**src/rtl/qnet_arb_pkg.sv**
```systemverilog
// Shared types and constants for the QNET command arbiter.
package qnet_arb_pkg;

  typedef enum logic [1:0] {
    IDLE      = 2'd0,
    WAIT_ACK  = 2'd1,
    WAIT_NACK = 2'd2
  } TYPE_ARB_ST;

  localparam logic SRC_LOC   = 1'b0;
  localparam logic SRC_NET   = 1'b1;
  localparam int   ARB_CNT_W = 12;

  // With both slots full the source not granted last time wins, so neither starves.
  function automatic logic pick_src(input logic loc_full, input logic net_full,
                                    input logic last_src);
    return (loc_full && net_full) ? ~last_src : net_full;
  endfunction

endpackage

```
**src/rtl/qnet_arb_slot.sv**
```systemverilog
// One-entry holding register for a command source; ready is the registered empty flag.
module qnet_arb_slot
  import qnet_arb_pkg::*;
#(
  parameter int OP_W = 5,
  parameter int DT_W = 32
) (
  input  logic            st_clk_i,
  input  logic            st_rst_i,
  input  logic            vld,
  output logic            rdy,
  input  logic [OP_W-1:0] op,
  input  logic [DT_W-1:0] dt,
  input  logic            clr,
  output logic            full,
  output logic [OP_W-1:0] hold_op,
  output logic [DT_W-1:0] hold_dt
);

  logic take;

  assign take = vld && !full;
  assign rdy  = !full;

  always_ff @(posedge st_clk_i) begin
    if (st_rst_i) begin
      full <= 1'b0;
    end else if (clr) begin
      full <= 1'b0;
    end else if (take) begin
      full <= 1'b1;
    end
  end

  always_ff @(posedge st_clk_i) begin
    if (take) begin
      hold_op <= op;
      hold_dt <= dt;
    end
  end

endmodule

```
**src/rtl/qnet_cmd_arb.sv**
```systemverilog
// Arbitrates local and network commands into the QNET command FSM over a 4-phase req/ack,
// with ack timeout detection and per-source grant counters for debug.
module qnet_cmd_arb
  import qnet_arb_pkg::*;
#(
  parameter int OP_W = 5,
  parameter int DT_W = 32,
  parameter int TOUT = 1023
) (
  input  logic            st_clk_i,
  input  logic            st_rst_i,
  input  logic            loc_vld_i,
  output logic            loc_rdy_o,
  input  logic [OP_W-1:0] loc_op_i,
  input  logic [DT_W-1:0] loc_dt_i,
  input  logic            net_vld_i,
  output logic            net_rdy_o,
  input  logic [OP_W-1:0] net_op_i,
  input  logic [DT_W-1:0] net_dt_i,
  output logic            cmd_req_o,
  input  logic            cmd_ack_i,
  output logic [OP_W-1:0] cmd_op_o,
  output logic [DT_W-1:0] cmd_dt_o,
  output logic            cmd_src_o,
  input  logic            err_clr_i,
  output logic            err_o,
  output logic            busy_o,
  output logic [31:0]     arb_dbg_o
);

  localparam logic [15:0] TOUT_LAST = 16'(TOUT - 1);

  TYPE_ARB_ST           state;
  logic [15:0]          tout_cnt;
  logic                 last_src;
  logic [ARB_CNT_W-1:0] loc_cnt;
  logic [ARB_CNT_W-1:0] net_cnt;

  logic            loc_full, net_full;
  logic [OP_W-1:0] loc_op, net_op;
  logic [DT_W-1:0] loc_dt, net_dt;
  logic            grant, gsrc;

  // A stale ack still high in IDLE blocks new grants until it drops.
  assign grant = (state == IDLE) && !cmd_ack_i && (loc_full || net_full);
  assign gsrc  = pick_src(loc_full, net_full, last_src);

  qnet_arb_slot #(.OP_W(OP_W), .DT_W(DT_W)) u_loc_slot (
    .st_clk_i (st_clk_i),
    .st_rst_i (st_rst_i),
    .vld      (loc_vld_i),
    .rdy      (loc_rdy_o),
    .op       (loc_op_i),
    .dt       (loc_dt_i),
    .clr      (grant && (gsrc == SRC_LOC)),
    .full     (loc_full),
    .hold_op  (loc_op),
    .hold_dt  (loc_dt)
  );

  qnet_arb_slot #(.OP_W(OP_W), .DT_W(DT_W)) u_net_slot (
    .st_clk_i (st_clk_i),
    .st_rst_i (st_rst_i),
    .vld      (net_vld_i),
    .rdy      (net_rdy_o),
    .op       (net_op_i),
    .dt       (net_dt_i),
    .clr      (grant && (gsrc == SRC_NET)),
    .full     (net_full),
    .hold_op  (net_op),
    .hold_dt  (net_dt)
  );

  always_ff @(posedge st_clk_i) begin
    if (st_rst_i) begin
      state     <= IDLE;
      tout_cnt  <= '0;
      last_src  <= SRC_NET;
      loc_cnt   <= '0;
      net_cnt   <= '0;
      cmd_req_o <= 1'b0;
      cmd_op_o  <= '0;
      cmd_dt_o  <= '0;
      cmd_src_o <= SRC_LOC;
      err_o     <= 1'b0;
    end else begin
      // A timeout below overrides a clear on the same edge.
      if (err_clr_i) err_o <= 1'b0;
      case (state)
        IDLE: begin
          if (grant) begin
            cmd_op_o  <= (gsrc == SRC_NET) ? net_op : loc_op;
            cmd_dt_o  <= (gsrc == SRC_NET) ? net_dt : loc_dt;
            cmd_src_o <= gsrc;
            cmd_req_o <= 1'b1;
            last_src  <= gsrc;
            tout_cnt  <= '0;
            if (gsrc == SRC_NET) net_cnt <= net_cnt + 1'b1;
            else                 loc_cnt <= loc_cnt + 1'b1;
            state     <= WAIT_ACK;
          end
        end
        WAIT_ACK: begin
          if (cmd_ack_i) begin
            cmd_req_o <= 1'b0;
            state     <= WAIT_NACK;
          end else if (tout_cnt == TOUT_LAST) begin
            err_o     <= 1'b1;
            cmd_req_o <= 1'b0;
            state     <= WAIT_NACK;
          end else begin
            tout_cnt  <= tout_cnt + 1'b1;
          end
        end
        WAIT_NACK: begin
          if (!cmd_ack_i) state <= IDLE;
        end
        default: state <= IDLE;
      endcase
    end
  end

  assign busy_o    = (state != IDLE) || loc_full || net_full;
  assign arb_dbg_o = {state, last_src, err_o, 4'b0, net_cnt, loc_cnt};

endmodule

```
**config.mk**
```make
export PLATFORM = sky130hd
export DESIGN_NAME = qnet_cmd_arb
export DESIGN_NICKNAME = d
export VERILOG_FILES = /design/src/rtl/qnet_arb_pkg.sv /design/src/rtl/qnet_arb_slot.sv /design/src/rtl/qnet_cmd_arb.sv
export SDC_FILE = /design/constraint.sdc
export NUM_CORES = 1
export LEC_CHECK = 0
export CORE_MARGIN = 4
export CORE_UTILIZATION = 40
export CTS_CLUSTER_DIAMETER = 50
export DETAILED_ROUTE_END_ITERATION = 6
export HOLD_SLACK_MARGIN = 0.03
export PLACE_DENSITY = 0.67
export SLEW_MARGIN = 20
export SYNTH_ARGS = -nofsm -noshare
export SYNTH_HDL_FRONTEND = slang
export SYNTH_HIERARCHICAL = 1
export SYNTH_SLANG_ARGS = --single-unit
```
**constraint.sdc**
```tcl
create_clock -name st_clk_i -period 3.2 [get_ports st_clk_i]
set_clock_uncertainty 0.1 [all_clocks]
set_input_delay 0.64 -clock st_clk_i [delete_from_list [all_inputs] [get_ports st_clk_i]]
set_output_delay 0.64 -clock st_clk_i [all_outputs]
set_load 0.005 [all_outputs]
```
==> flow_metrics.py <==
metrics = {
    "power": {
        "max-vdd-ir-drop_mv": 0.343,
        "power_density_nw_per_um2": 571,
        "power_uw": 4830,
        "p_leak_uw": 0.00294,
    },
    "final_layout": {
        "antenna_cells": 0,
        "syn_to_final_growth_pct": 37.4,
        "nets": 757,
        "design_area_um2": 8460,
        "n_fill_cell": 1269,
        "final_common_cell": "clkdlybuf4s50_1",
        "final_cell_mix": "clkdlybuf4s50_1, dfxtp_1, nor2_1, edfxtp_1, mux2i_1",
        "post_route_cells_drive_above_1_share_pct": 8.16,
    },
    "clock_network": {
        "cts_buffers": 17,
        "cts_hold_buf": 0,
        "cts_sinks": 159,
        "cts-root-buf": "clkbuf_16",
        "clockBufferDepth": 2,
        "tritoncts": "done",
        "clock_latency_ns": 0.41,
        "cts.repair.resized": 0,
        "post_cts_buffers": 0,
        "htree_num_levels": 4,
        "clkTransAtPathRegs_ns": 0.06,
    },
    "status": {
        "outcome": "finished, final reports clean",
    },
    "min_path": {
        "hold_depth": 2,
        "hold_path_class": "register to register",
        "min_to": "err_o$_SDFF_PP0_",
        "min_from": "err_o$_SDFF_PP0_",
    },
    "drt": {
        "first_pass_iters": 5,
        "routedWlPerCell_um": 16.0,
        "avgViaCountPerCell": 5.12,
        "drc_errors": 0,
        "wl_um": 13900,
        "drtIter0Drc": 218,
        "ant_nets": 0,
        "vias": 4471,
    },
    "place": {
        "place_hpwl_um": 9880,
        "port-buffer-count": 150,
        "gp_congestion": 0.833,
        "placed_area_um2": 7870,
        "pre_cts_slack_ns": 0.312,
    },
    "critical_path": {
        "cp.arrival_ns": 2.71,
        "max_stage_delay_ns": 0.68,
        "start_kind": "register",
        "crit_required_ns": 3.40,
        "critPathSlowestCell": "or4_1",
        "timing.rr.start": "tout_cnt[1]$_SDFFE_PP0P_",
        "path_class": "register to register",
        "r2r-end": "tout_cnt[12]$_SDFFE_PP0P_",
        "end_kind": "register",
        "path_cells": "ha_1 > or4b_1 > or4_1 > nand2_8 > nor4_1 > mux2_4",
        "reg2reg_slack_ns": 0.69,
        "cp_max_fo": 9,
        "r2r_cells": 6,
    },
    "global_route": {
        "grt_max_degree": 47,
        "grt_pass1_wl_um": 22700,
        "grt_pass1_vias": 4559,
        "gr-total-overflow": 0,
        "grt_antenna_before_repair": 0,
        "globalRouteTotalUtil_pct": 16.2,
    },
    "flow_run": {
        "max_cap_viol_count": 0,
    },
    "floorplanning": {
        "die-height_um": 132,
        "core_area_um2": 15100,
        "die_area_um2": 17400,
        "die_w_um": 132,
        "boundaryPins": 155,
        "start_util_pct": 40.7,
        "rows": 45,
    },
    "synthesis": {
        "synth-simple-area-share_pct": 14.6,
        "yosysWarnings": 6,
        "synth_compound_area_share_pct": 8.05,
        "ys.flop_type": "dfxtp_1",
        "yosys.area_share.xor_xnor_pct": 3.13,
        "synth_cell_types": 48,
        "muxShareOfSynthArea_pct": 6.79,
        "syn_area_um2": 6160,
        "async_flop_share_pct": 0,
        "syn_area_per_cell_um2": 11.9,
        "synth-edff-count": 74,
        "ys_seq_area_share_pct": 63.7,
        "synthAdderAreaFrac_pct": 0.813,
        "synthesis.instances": 519,
        "synth_top_family_by_area": "simple AND/OR/NAND/NOR gates",
        "synth-seq-cells": 159,
    },
    "sta": {
        "period_share_pct": 78.4,
        "fmax_mhz": 399,
        "timing.hold.ws_ns": 0.389,
        "finalHoldViolCount": 0,
        "setup_violations": 0,
        "fin_crit_ns": 2.51,
        "rsz0062_at_grt": "false",
        "finalMaxSlewViolations": 0,
        "tightest_slew_ns": 0.628,
        "relSlewSlack_pct": 57.7,
        "setup_tns_ns": 0,
        "timing.final.ws_setup_ns": 0.691,
    },
}
## metal layers
layer | up-vias | global-route usage [%] | wire (um)
met2 | 135 | 28.2 | 7120
met3 | 19 | 5.19 | 821
met4 | 0 | 6.71 | 304
met5 | - | 0 | 0
met1 | 2120 | 18.5 | 5700
li1 | 2197 | - | -
## where the power goes
part	switching, uW	total, uW	internal (uW)
combinational	234	518	284
clock	756	1990	1240
sequential	59.3	2320	2260
total	1050	4830	3780
## final cells by class
cell class                 instances  area, um2  share of cell area (%)
clock buffer                      20        447                    5.28
multi-input combinational        327       2110                    24.9
inverter                           7       26.3                   0.311
timing repair buffer             161       1580                    18.7
sequential                       159       3920                    46.4
clock inverter                    12        143                    1.69
tap                              188        235                    2.78
## cells by family after synthesis
group / count (synthesis)
buffers and inverters: 36
and+or+nand+nor: 184
other: 1
DFF: 159
AOI/OAI and AO/OA: 72
adders and majority gates: 4
xor gates and xnor gates: 22
muxes: 41
## through the flow
step           instances  utilization (%)
6_report             874             55.9
5_1_grt              874             55.9
4_1_cts              874             55.9
3_5_place_dp         842             52.0
3_3_place_gp         842             52.0
2_1_floorplan        522                -
## worst max-delay path by stage
stage | startpoint | to | slack, ns | cells after the start
after floorplan | net_vld_i | u_net_slot/hold_dt[0]$_DFFE_PP_ | 0.36 | 1
after global placement | cmd_ack_i | loc_cnt[6]$_SDFFE_PP0P_ | 0.37 | 7
after detailed placement | cmd_ack_i | loc_cnt[8]$_SDFFE_PP0P_ | 0.31 | 7
after CTS | u_loc_slot/full$_SDFFE_PP0P_ | busy_o | 0.67 | 3
after global routing | cmd_ack_i | loc_cnt[8]$_SDFFE_PP0P_ | 0.51 | 7
final | tout_cnt[1]$_SDFFE_PP0P_ | tout_cnt[12]$_SDFFE_PP0P_ | 0.69 | 6
## flip-flops by register name (all words and copies together), names as in the netlist
name	count
cmd_dt_o	32
u_loc_slot/hold_dt	32
u_net_slot/hold_dt	32
tout_cnt	16
loc_cnt	12
net_cnt	12
cmd_op_o	5
u_loc_slot/hold_op	5
u_net_slot/hold_op	5
state	2
cmd_req_o	1
cmd_src_o	1
err_o	1
last_src	1
u_loc_slot/full	1
u_net_slot/full	1
## cell usage after synthesis (all sizes together) (2+ instances only)
cell type	count	area share (%)
mux2	3	0.61
nand3	16	1.3
dfxtp	85	28
xnor2	11	1.6
and2	4	0.41
inv	7	0.43
o21ai	12	0.98
ha	4	0.81
clkbuf	9	0.55
and3	8	0.81
or4	2	0.24
o41ai	3	0.43
or3	6	0.61
edfxtp	74	36
nor3	9	0.89
xor2	11	1.6
mux2i	38	6.2
nor2	82	5.0
nor2b	4	0.41
nor4	4	0.41
nand2b	3	0.30
buf	20	1.8
nand4	19	1.9
a21oi	14	1.4
a211oi	37	4.5
and4	2	0.28
nand2	22	1.6
## worst max-delay path: cells and delay by family, from the launching register on
kind	cells	cell delay (ns)
adders and majority gates	1	0.17
muxes	1	0.30
DFF	1	0.41
and+or+nand+nor	4	1.42
No activity file was read; power rests on OpenSTA's default activity.
